[src/rtl/led_pwm_fader.sv]
// LED PWM fader: turns the blinker's hard on/off level into a PWM drive whose duty
// ramps linearly, updating duty only on PWM period boundaries.
module led_pwm_fader #(
    parameter int PWM_WIDTH = 4,
    parameter int RAMP_DIV  = 2
) (
    input  logic                 clk,
    input  logic                 rst,
    input  logic                 led_in,
    output logic                 pwm_out,
    output logic [PWM_WIDTH:0]   duty,
    output logic                 busy,
    output logic [1:0]           state_o
);

    localparam int                   P       = 2 ** PWM_WIDTH;
    localparam int                   DIV_W   = (RAMP_DIV > 1) ? $clog2(RAMP_DIV) : 1;
    localparam logic [PWM_WIDTH:0]   FULL    = (PWM_WIDTH + 1)'(P);
    localparam logic [PWM_WIDTH:0]   FULL_M1 = (PWM_WIDTH + 1)'(P - 1);
    localparam logic [PWM_WIDTH:0]   ONE     = (PWM_WIDTH + 1)'(1);
    localparam logic [PWM_WIDTH-1:0] CNT_MAX = '1;
    localparam logic [DIV_W-1:0]     DIV_MAX = DIV_W'(RAMP_DIV - 1);

    typedef enum logic [1:0] {
        S_OFF       = 2'd0,
        S_RAMP_UP   = 2'd1,
        S_ON        = 2'd2,
        S_RAMP_DOWN = 2'd3
    } state_t;

    state_t                 r_state;
    logic [PWM_WIDTH:0]     r_duty;
    logic [DIV_W-1:0]       r_div_cnt;
    logic [PWM_WIDTH-1:0]   r_pwm_cnt;
    logic                   r_pwm_out;

    state_t                 w_state_nxt;
    logic [PWM_WIDTH:0]     w_duty_nxt;
    logic [DIV_W-1:0]       w_div_nxt;
    logic                   w_boundary;

    // Saturating duty steps: duty can never leave 0..FULL whatever the FSM asks for.
    function automatic logic [PWM_WIDTH:0] f_duty_inc(input logic [PWM_WIDTH:0] d);
        return (d >= FULL) ? FULL : d + ONE;
    endfunction

    function automatic logic [PWM_WIDTH:0] f_duty_dec(input logic [PWM_WIDTH:0] d);
        return (d == '0) ? '0 : d - ONE;
    endfunction

    assign w_boundary = (r_pwm_cnt == CNT_MAX);

    always_comb begin
        w_state_nxt = r_state;
        w_duty_nxt  = r_duty;
        w_div_nxt   = r_div_cnt;
        case (r_state)
            S_OFF: begin
                if (led_in) begin
                    w_state_nxt = S_RAMP_UP;
                    w_div_nxt   = '0;
                end
            end
            S_RAMP_UP: begin
                if (!led_in) begin
                    w_state_nxt = S_RAMP_DOWN;
                    w_div_nxt   = '0;
                end else if (r_duty >= FULL) begin
                    w_state_nxt = S_ON;
                    w_div_nxt   = '0;
                end else if (w_boundary) begin
                    if (r_div_cnt == DIV_MAX) begin
                        w_duty_nxt = f_duty_inc(r_duty);
                        w_div_nxt  = '0;
                        if (r_duty == FULL_M1) w_state_nxt = S_ON;
                    end else begin
                        w_div_nxt = r_div_cnt + 1'b1;
                    end
                end
            end
            S_ON: begin
                w_duty_nxt = FULL;
                if (!led_in) begin
                    w_state_nxt = S_RAMP_DOWN;
                    w_div_nxt   = '0;
                end
            end
            S_RAMP_DOWN: begin
                // A reversal right after leaving OFF can land here with duty already 0.
                if (led_in) begin
                    w_state_nxt = S_RAMP_UP;
                    w_div_nxt   = '0;
                end else if (r_duty == '0) begin
                    w_state_nxt = S_OFF;
                    w_div_nxt   = '0;
                end else if (w_boundary) begin
                    if (r_div_cnt == DIV_MAX) begin
                        w_duty_nxt = f_duty_dec(r_duty);
                        w_div_nxt  = '0;
                        if (r_duty == ONE) w_state_nxt = S_OFF;
                    end else begin
                        w_div_nxt = r_div_cnt + 1'b1;
                    end
                end
            end
            default: begin
                w_state_nxt = S_OFF;
                w_duty_nxt  = '0;
                w_div_nxt   = '0;
            end
        endcase
    end

    always_ff @(posedge clk) begin
        if (rst) begin
            r_state   <= S_OFF;
            r_duty    <= '0;
            r_div_cnt <= '0;
            r_pwm_cnt <= '0;
            r_pwm_out <= 1'b0;
        end else begin
            r_state   <= w_state_nxt;
            r_duty    <= w_duty_nxt;
            r_div_cnt <= w_div_nxt;
            r_pwm_cnt <= r_pwm_cnt + 1'b1;
            r_pwm_out <= ({1'b0, r_pwm_cnt} < r_duty);
        end
    end

    assign pwm_out = r_pwm_out;
    assign duty    = r_duty;
    assign state_o = r_state;
    assign busy    = (r_state == S_RAMP_UP) || (r_state == S_RAMP_DOWN);

endmodule
[config.mk]
export PLATFORM = sky130hd
export DESIGN_NAME = led_pwm_fader
export DESIGN_NICKNAME = d
export VERILOG_FILES = /design/src/rtl/led_pwm_fader.sv
export SDC_FILE = /design/constraint.sdc
export NUM_CORES = 1
export LEC_CHECK = 0
export CELL_PAD_IN_SITES_DETAIL_PLACEMENT = 1
export CELL_PAD_IN_SITES_GLOBAL_PLACEMENT = 1
export CORE_UTILIZATION = 30
export DETAILED_ROUTE_END_ITERATION = 7
export MAX_ROUTING_LAYER = met4
export PLACE_DENSITY = 0.63
export SYNTH_ARGS = -nofsm -noshare
export SYNTH_HDL_FRONTEND = slang
export SYNTH_SLANG_ARGS = --single-unit
export TNS_END_PERCENT = 50
[constraint.sdc]
create_clock -name clk -period 2.51 [get_ports clk]
set_input_delay 0.3765 -clock clk [delete_from_list [all_inputs] [get_ports clk]]
set_output_delay 0.3765 -clock clk [all_outputs]
set_load 0.005 [all_outputs]
==> results of run 1 <==
registers in the layout, summed over array words and instances, names as in the netlist:
name	count
duty	5
pwm_out	1
r_div_cnt	1
state_o	2
r_pwm_cnt	4
synthesized netlist by cell type, drive strengths merged, types with 2 or more instances:
cell,count,share of area
a21oi,6,0.029
nor2,14,0.053
a22oi,2,0.015
buf,3,0.025
nand3,3,0.015
o21ai,4,0.019
o22ai,2,0.025
mux2i,3,0.029
a21o,4,0.029
nand2b,2,0.012
inv,11,0.040
nor3,4,0.019
ha,14,0.17
a211oi,4,0.034
dfxtp,13,0.25
xnor2,2,0.017
path summary, 6_finish.rpt:
path | slack [ps] | depth (start not counted) | to | start
max reg2reg | 470 | 8 | state_o[0] | duty[0]
min reg2reg | 470 | 1 | r_pwm_cnt[0] | r_pwm_cnt[0]
max | 180 | 4 | busy | state_o[1]
min | 470 | 1 | r_pwm_cnt[0] | r_pwm_cnt[0]
per-stage QoR:
stage,utilization,hold WS [ps],area [µm²]
final,0.378,465,1190
after global placement,0.370,448,1170
after global routing,0.378,501,1190
after detailed placement,0.370,452,1170
after floorplan,-,425,1030
after CTS,0.378,471,1190
critical path, delay by kind of cell, from the launching register on:
kind                       cells  cell delay (ps)
buffers and inverters          2              720
adders and majority gates      1              430
DFF                            1              420
and+or+nand+nor                1              100
per-layer routing:
| metal | wire length, µm | part of all wire | track usage | vias to the layer above |
|---|---|---|---|---|
| met1 | 1300 | 0.55 | 0.227 | 425 |
| met4 | 36 | 0.015 | 0.0714 | 0 |
| met3 | 47 | 0.020 | 0.0128 | 4 |
| li1 | - | - | - | 441 |
| met5 | 0 | 0 | - | - |
| met2 | 986 | 0.42 | 0.210 | 7 |
power groups by stage:
stage | clock (µW) | combinational, µW | sequential [µW]
finish | 134 | 603 | 298
global route | 150 | 672 | 305
CTS | 139 | 607 | 298
detailed placement | 0 | 601 | 303
global placement | 0 | 604 | 301
floorplan | 0 | 438 | 291
final cells by class:
cell class	instances	area [µm²]
timing repair buffer	11	110
fill	382	1960
tap	44	55.1
multi-input combinational	88	699
inverter	11	41.3
sequential	13	260
clock buffer	4	26.3
cells in the final DEF (no fill, tap or decap), types with 2 or more instances in the layout:
master / instances
sky130_fd_sc_hd__a21oi_1: 6
sky130_fd_sc_hd__nand2b_1: 2
sky130_fd_sc_hd__nor2_1: 13
sky130_fd_sc_hd__a21o_1: 4
sky130_fd_sc_hd__a22oi_1: 2
sky130_fd_sc_hd__xnor2_1: 2
sky130_fd_sc_hd__clkbuf_4: 3
sky130_fd_sc_hd__dfxtp_1: 13
sky130_fd_sc_hd__inv_1: 11
sky130_fd_sc_hd__clkdlybuf4s50_1: 11
sky130_fd_sc_hd__nand3_1: 3
sky130_fd_sc_hd__a211oi_1: 3
sky130_fd_sc_hd__o21ai_0: 4
sky130_fd_sc_hd__mux2i_1: 3
sky130_fd_sc_hd__ha_1: 14
sky130_fd_sc_hd__nor3_1: 4
cells by family (layout without fill, tap and decap cells):
group | count (synthesis) | in the layout
flip-flops | 13 | 13
AO/OA/AOI/OAI | 33 | 33
multiplexers | 4 | 4
adder cells (fa/ha/maj) | 14 | 14
buffers and inverters | 15 | 26
AND/OR/NAND/NOR | 34 | 34
XOR/XNOR | 3 | 3
==> flow_summary.ini, run 1 <==
[run_status]
result_of_the_run = finished, final reports clean

[floorplanning]
die_width_um = 60.6
io_pins = 12
floorplan.core_area_um2 = 3150
initial_core_utilization = 0.327
fp.dieArea_um2 = 3670
placementRows = 20
chipHeight_um = 60.6

[final_layout]
syn2layout_area_growth_pct = 15.7
finish.net_count = 145
num_antenna_cells = 0
drive_gt1_frac = 0.0945
final-instance-count-excl-fill = 171

[power_and_ir_drop]
static-leakage-power_uw = 0.000463
switchingPower_uw = 424
p_total_uw = 1030
sw_frac_of_total = 0.410
power.density_cell_area_nw_per_um2 = 868
power_report.internal_total_uw = 610
power.ir.vdd_worst_uv = 282
pwr-share-clk = 0.129
share_of_power_burned_in_registers = 0.288
comb_power_share = 0.583

[synth]
synth-edff-count = 0
synthMuxAreaShare = 0.0400
synth_top_family_by_area = compound AO/OA/AOI/OAI gates
ys_ff_latch = 13
synth_simple_gate_area_share = 0.193
post_synth_inst_count = 116
yosys.area_share.xor_xnor = 0.0255
yosysUniqueCellTypes = 45
postSynthNetCount = 133
yosysSeqAreaShare = 0.252
synth_warnings = 0
synth-main-ff-cell = sky130_fd_sc_hd__dfxtp_1
postSynthAreaPerCell_um2 = 8.89
ys_async_sr_fraction = 0
syn_area_um2 = 1030
compound_gate_fraction_of_synth_area = 0.250
post_synth_fa_ha_maj_area_fraction = 0.170

[global_route]
first_global_vias = 835
first_pass_grt_wire_length_um = 4080
grt_antenna_before_repair = 0
grt_start_max_net_pins = 14
grt_usage = 0.154
grt-ovfl-total = 0

[clock_tree]
clock_latency_ps = 280
cts-hold-fix-buffers = 0
cts_root_buf = sky130_fd_sc_hd__clkbuf_4
path_clk_slew_ps = 80
cts.sink_count = 13
post_cts_resize_count = 0
clock_path_buffers = 2
cts_max_level = 1
tritoncts = yes
tritoncts.num_buffers = 3
post-cts-setup-buffers = 0

[timing]
timing.slew.headroom = 0.655
unrepaired_setup_endpoints_after_global_routing = false
final.min_clock_period_ps = 2330
period_share = 0.927
maxSlewViolCount = 0
setup_viol = 0
worstMarginPinSlew_ps = 516
worst_slack_ps = 184
clock_skew_ps = 0.625
maxClockFrequency_ghz = 0.430
setup_total_negative_slack_ps = 0
hold_violations = 0

[worst_setup_path]
critical_path_required_ps = 2130
start_kind = flip-flop
timing.critical_path.fanout_max = 10
worstSetupEndpointType = primary output
critPathMaxStageDelay_ps = 500
crit_arrival_ps = 1950
path_class = flip-flop to primary output
crit_path_cell_trace = ha_1 > inv_1 > nand2_1 > clkdlybuf4s50_1
cp_slowest_cell = sky130_fd_sc_hd__clkdlybuf4s50_1

[flow_run]
cap_viol_max_count = 0

[hold_path]
min_path_type = flip-flop to flip-flop

[place]
portBuffers = 11
hpwl_um = 1810
place_ws_ps = 488
post-place-cells = 167
finalWeightedCongestion = 0.790

[routing]
final_wirelength_um = 2370
drtIter0Drc = 16
drt_pass1_iterations = 4
drcViolationCount = 0
viasPerCell = 5.13
post_drt_wl_per_cell_um = 13.8
num_vias = 877
antenna_left = 0
No activity file was read; power rests on OpenSTA's default activity.
==> inputs of run 2 (changes only) <==
- CTS_CLUSTER_DIAMETER: not set -> 50
- CTS_CLUSTER_SIZE: not set -> 25
==> results of run 2 <==
The final DEF is identical to that of run 1; final timing and power are the same.
==> inputs of run 3 (changes only) <==
- CTS_BUF_LIST: not set -> sky130_fd_sc_hd__clkbuf_4 sky130_fd_sc_hd__clkbuf_8 sky130_fd_sc_hd__clkbuf_16
==> run 3 against run 2 <==
First-iteration DRC count is 19% higher; critical path depth stayed put; via count is 0.34% lower; core utilization is 0.12 points higher; wire length is 1.5% lower; setup slack worse by 7.6 ps; flip-flop and latch count stayed put; clock power is 8% higher; largest power group unchanged; register-to-register slack hardly changed; clock-buffer cell count stayed put; non-clock buffer count stayed put.
==> flow_summary.ini, run 3 (synthesized netlist as in run 1, its figures left out) <==
[hold_path]
min_path_type = flip-flop to flip-flop
whs_path_cells = 1

[timing]
period_share = 0.930
worst_slack_ps = 177
setup_total_negative_slack_ps = 0
timing.slew.headroom = 0.662
worstMarginPinSlew_ps = 506
final.min_clock_period_ps = 2330
maxClockFrequency_ghz = 0.429
hold_violations = 0
maxSlewViolCount = 0
clock_skew_ps = 0.741
hold_slack_ps = 465
unrepaired_setup_endpoints_after_global_routing = false
setup_viol = 0

[global_route]
first_global_vias = 818
grt_usage = 0.152
first_pass_grt_wire_length_um = 4000
grt_start_max_net_pins = 14
grt-ovfl-total = 0
grt_antenna_before_repair = 0

[floorplanning]
fp.dieArea_um2 = 3670
initial_core_utilization = 0.327
die_width_um = 60.6
floorplan.core_area_um2 = 3150
chipHeight_um = 60.6
io_pins = 12
placementRows = 20

[worst_setup_path]
cp_slowest_cell = sky130_fd_sc_hd__clkdlybuf4s50_1
crit_path_cell_trace = ha_1 > inv_1 > nand2_1 > clkdlybuf4s50_1
worstSetupEndpointType = primary output
cp_top_family = buffers and inverters
start_kind = flip-flop
critical_path_required_ps = 2130
critPathMaxStageDelay_ps = 500
timing.critical_path.fanout_max = 10
timing.critical_path.buf_inv = 2
ff2ff_path_depth = 8
crit_arrival_ps = 1960
path_class = flip-flop to primary output
crit_cells = 4

[routing]
antenna_left = 0
viasPerCell = 5.11
drcViolationCount = 0
num_vias = 874
drtIter0Drc = 19
drt_pass1_iterations = 4
final_wirelength_um = 2330
post_drt_wl_per_cell_um = 13.6

[clock_tree]
post_cts_resize_count = 0
clock_latency_ps = 280
cts_max_level = 1
cts-hold-fix-buffers = 0
tritoncts.num_buffers = 3
tritoncts = yes
path_clk_slew_ps = 80
cts_root_buf = sky130_fd_sc_hd__clkbuf_4
post-cts-setup-buffers = 0
cts.sink_count = 13
clock_path_buffers = 2

[final_layout]
num_antenna_cells = 0
mostFrequentLayoutCell = sky130_fd_sc_hd__ha_1
final_cell_mix = sky130_fd_sc_hd__ha_1 (14), sky130_fd_sc_hd__nor2_1 (13), sky130_fd_sc_hd__dfxtp_1 (13)
drive_gt1_frac = 0.102
finish.net_count = 145
largest_register_ffs = 5
syn2layout_area_growth_pct = 16.0
final-instance-count-excl-fill = 171
final_area_um2 = 1200

[place]
finalWeightedCongestion = 0.790
post-place-cells = 167
place_ws_ps = 488
hpwl_um = 1810
place_area_um2 = 1170
portBuffers = 11

[power_and_ir_drop]
power.ir.vdd_worst_uv = 282
power.density_cell_area_nw_per_um2 = 874
static-leakage-power_uw = 0.000467

[flow_run]
cap_viol_max_count = 0

[run_status]
result_of_the_run = finished, final reports clean
## run 3: cell type report
type	instances	area [µm²]
Clock buffer	4	30.0
Fill cell	380	1960
Inverter	11	41.3
Multi-Input combinational cell	88	699
Sequential cell	13	260
Tap cell	44	55.1
Timing Repair Buffer	11	110
## run 3: worst register-to-register path, cell delays in order (launching register included)
cell and delay, ps:
sky130_fd_sc_hd__dfxtp_1 380, sky130_fd_sc_hd__ha_1 260, sky130_fd_sc_hd__and3_2 220, sky130_fd_sc_hd__ha_1 160
sky130_fd_sc_hd__or3b_1 350, sky130_fd_sc_hd__a31oi_1 220, sky130_fd_sc_hd__a211oi_2 80, sky130_fd_sc_hd__o311ai_0 120
sky130_fd_sc_hd__o31ai_1 120
## run 3: routing by layer
metal	track usage	up-vias	wire (µm)
li1	-	442	-
met2	0.203	7	970
met1	0.226	421	1280
met5	-	-	0
met3	0.0128	4	48
met4	0.0714	0	36
## run 3: final timing paths
check	start	endpoint	slack [ps]
setup reg to reg	duty[0]	state_o[0]	480
hold reg to reg	r_pwm_cnt[0]	r_pwm_cnt[0]	470
hold / removal	r_pwm_cnt[0]	r_pwm_cnt[0]	470
setup / recovery	state_o[1]	busy	180
## run 3: through the flow
| step | util | total power [µW] |
|---|---|---|
| after floorplan | - | 729 |
| after global placement | 0.370 | 904 |
| after detailed placement | 0.370 | 904 |
| after CTS | 0.379 | 1060 |
| after global routing | 0.379 | 1140 |
| final | 0.379 | 1050 |
## run 3: where the power goes
part           switching (µW)  internal (µW)  total (µW)  leakage (µW)
sequential               53.4            244         298      0.000106
clock                    72.1           72.5         145     0.0000184
combinational             299            304         603      0.000342
total                     424            621        1050      0.000467
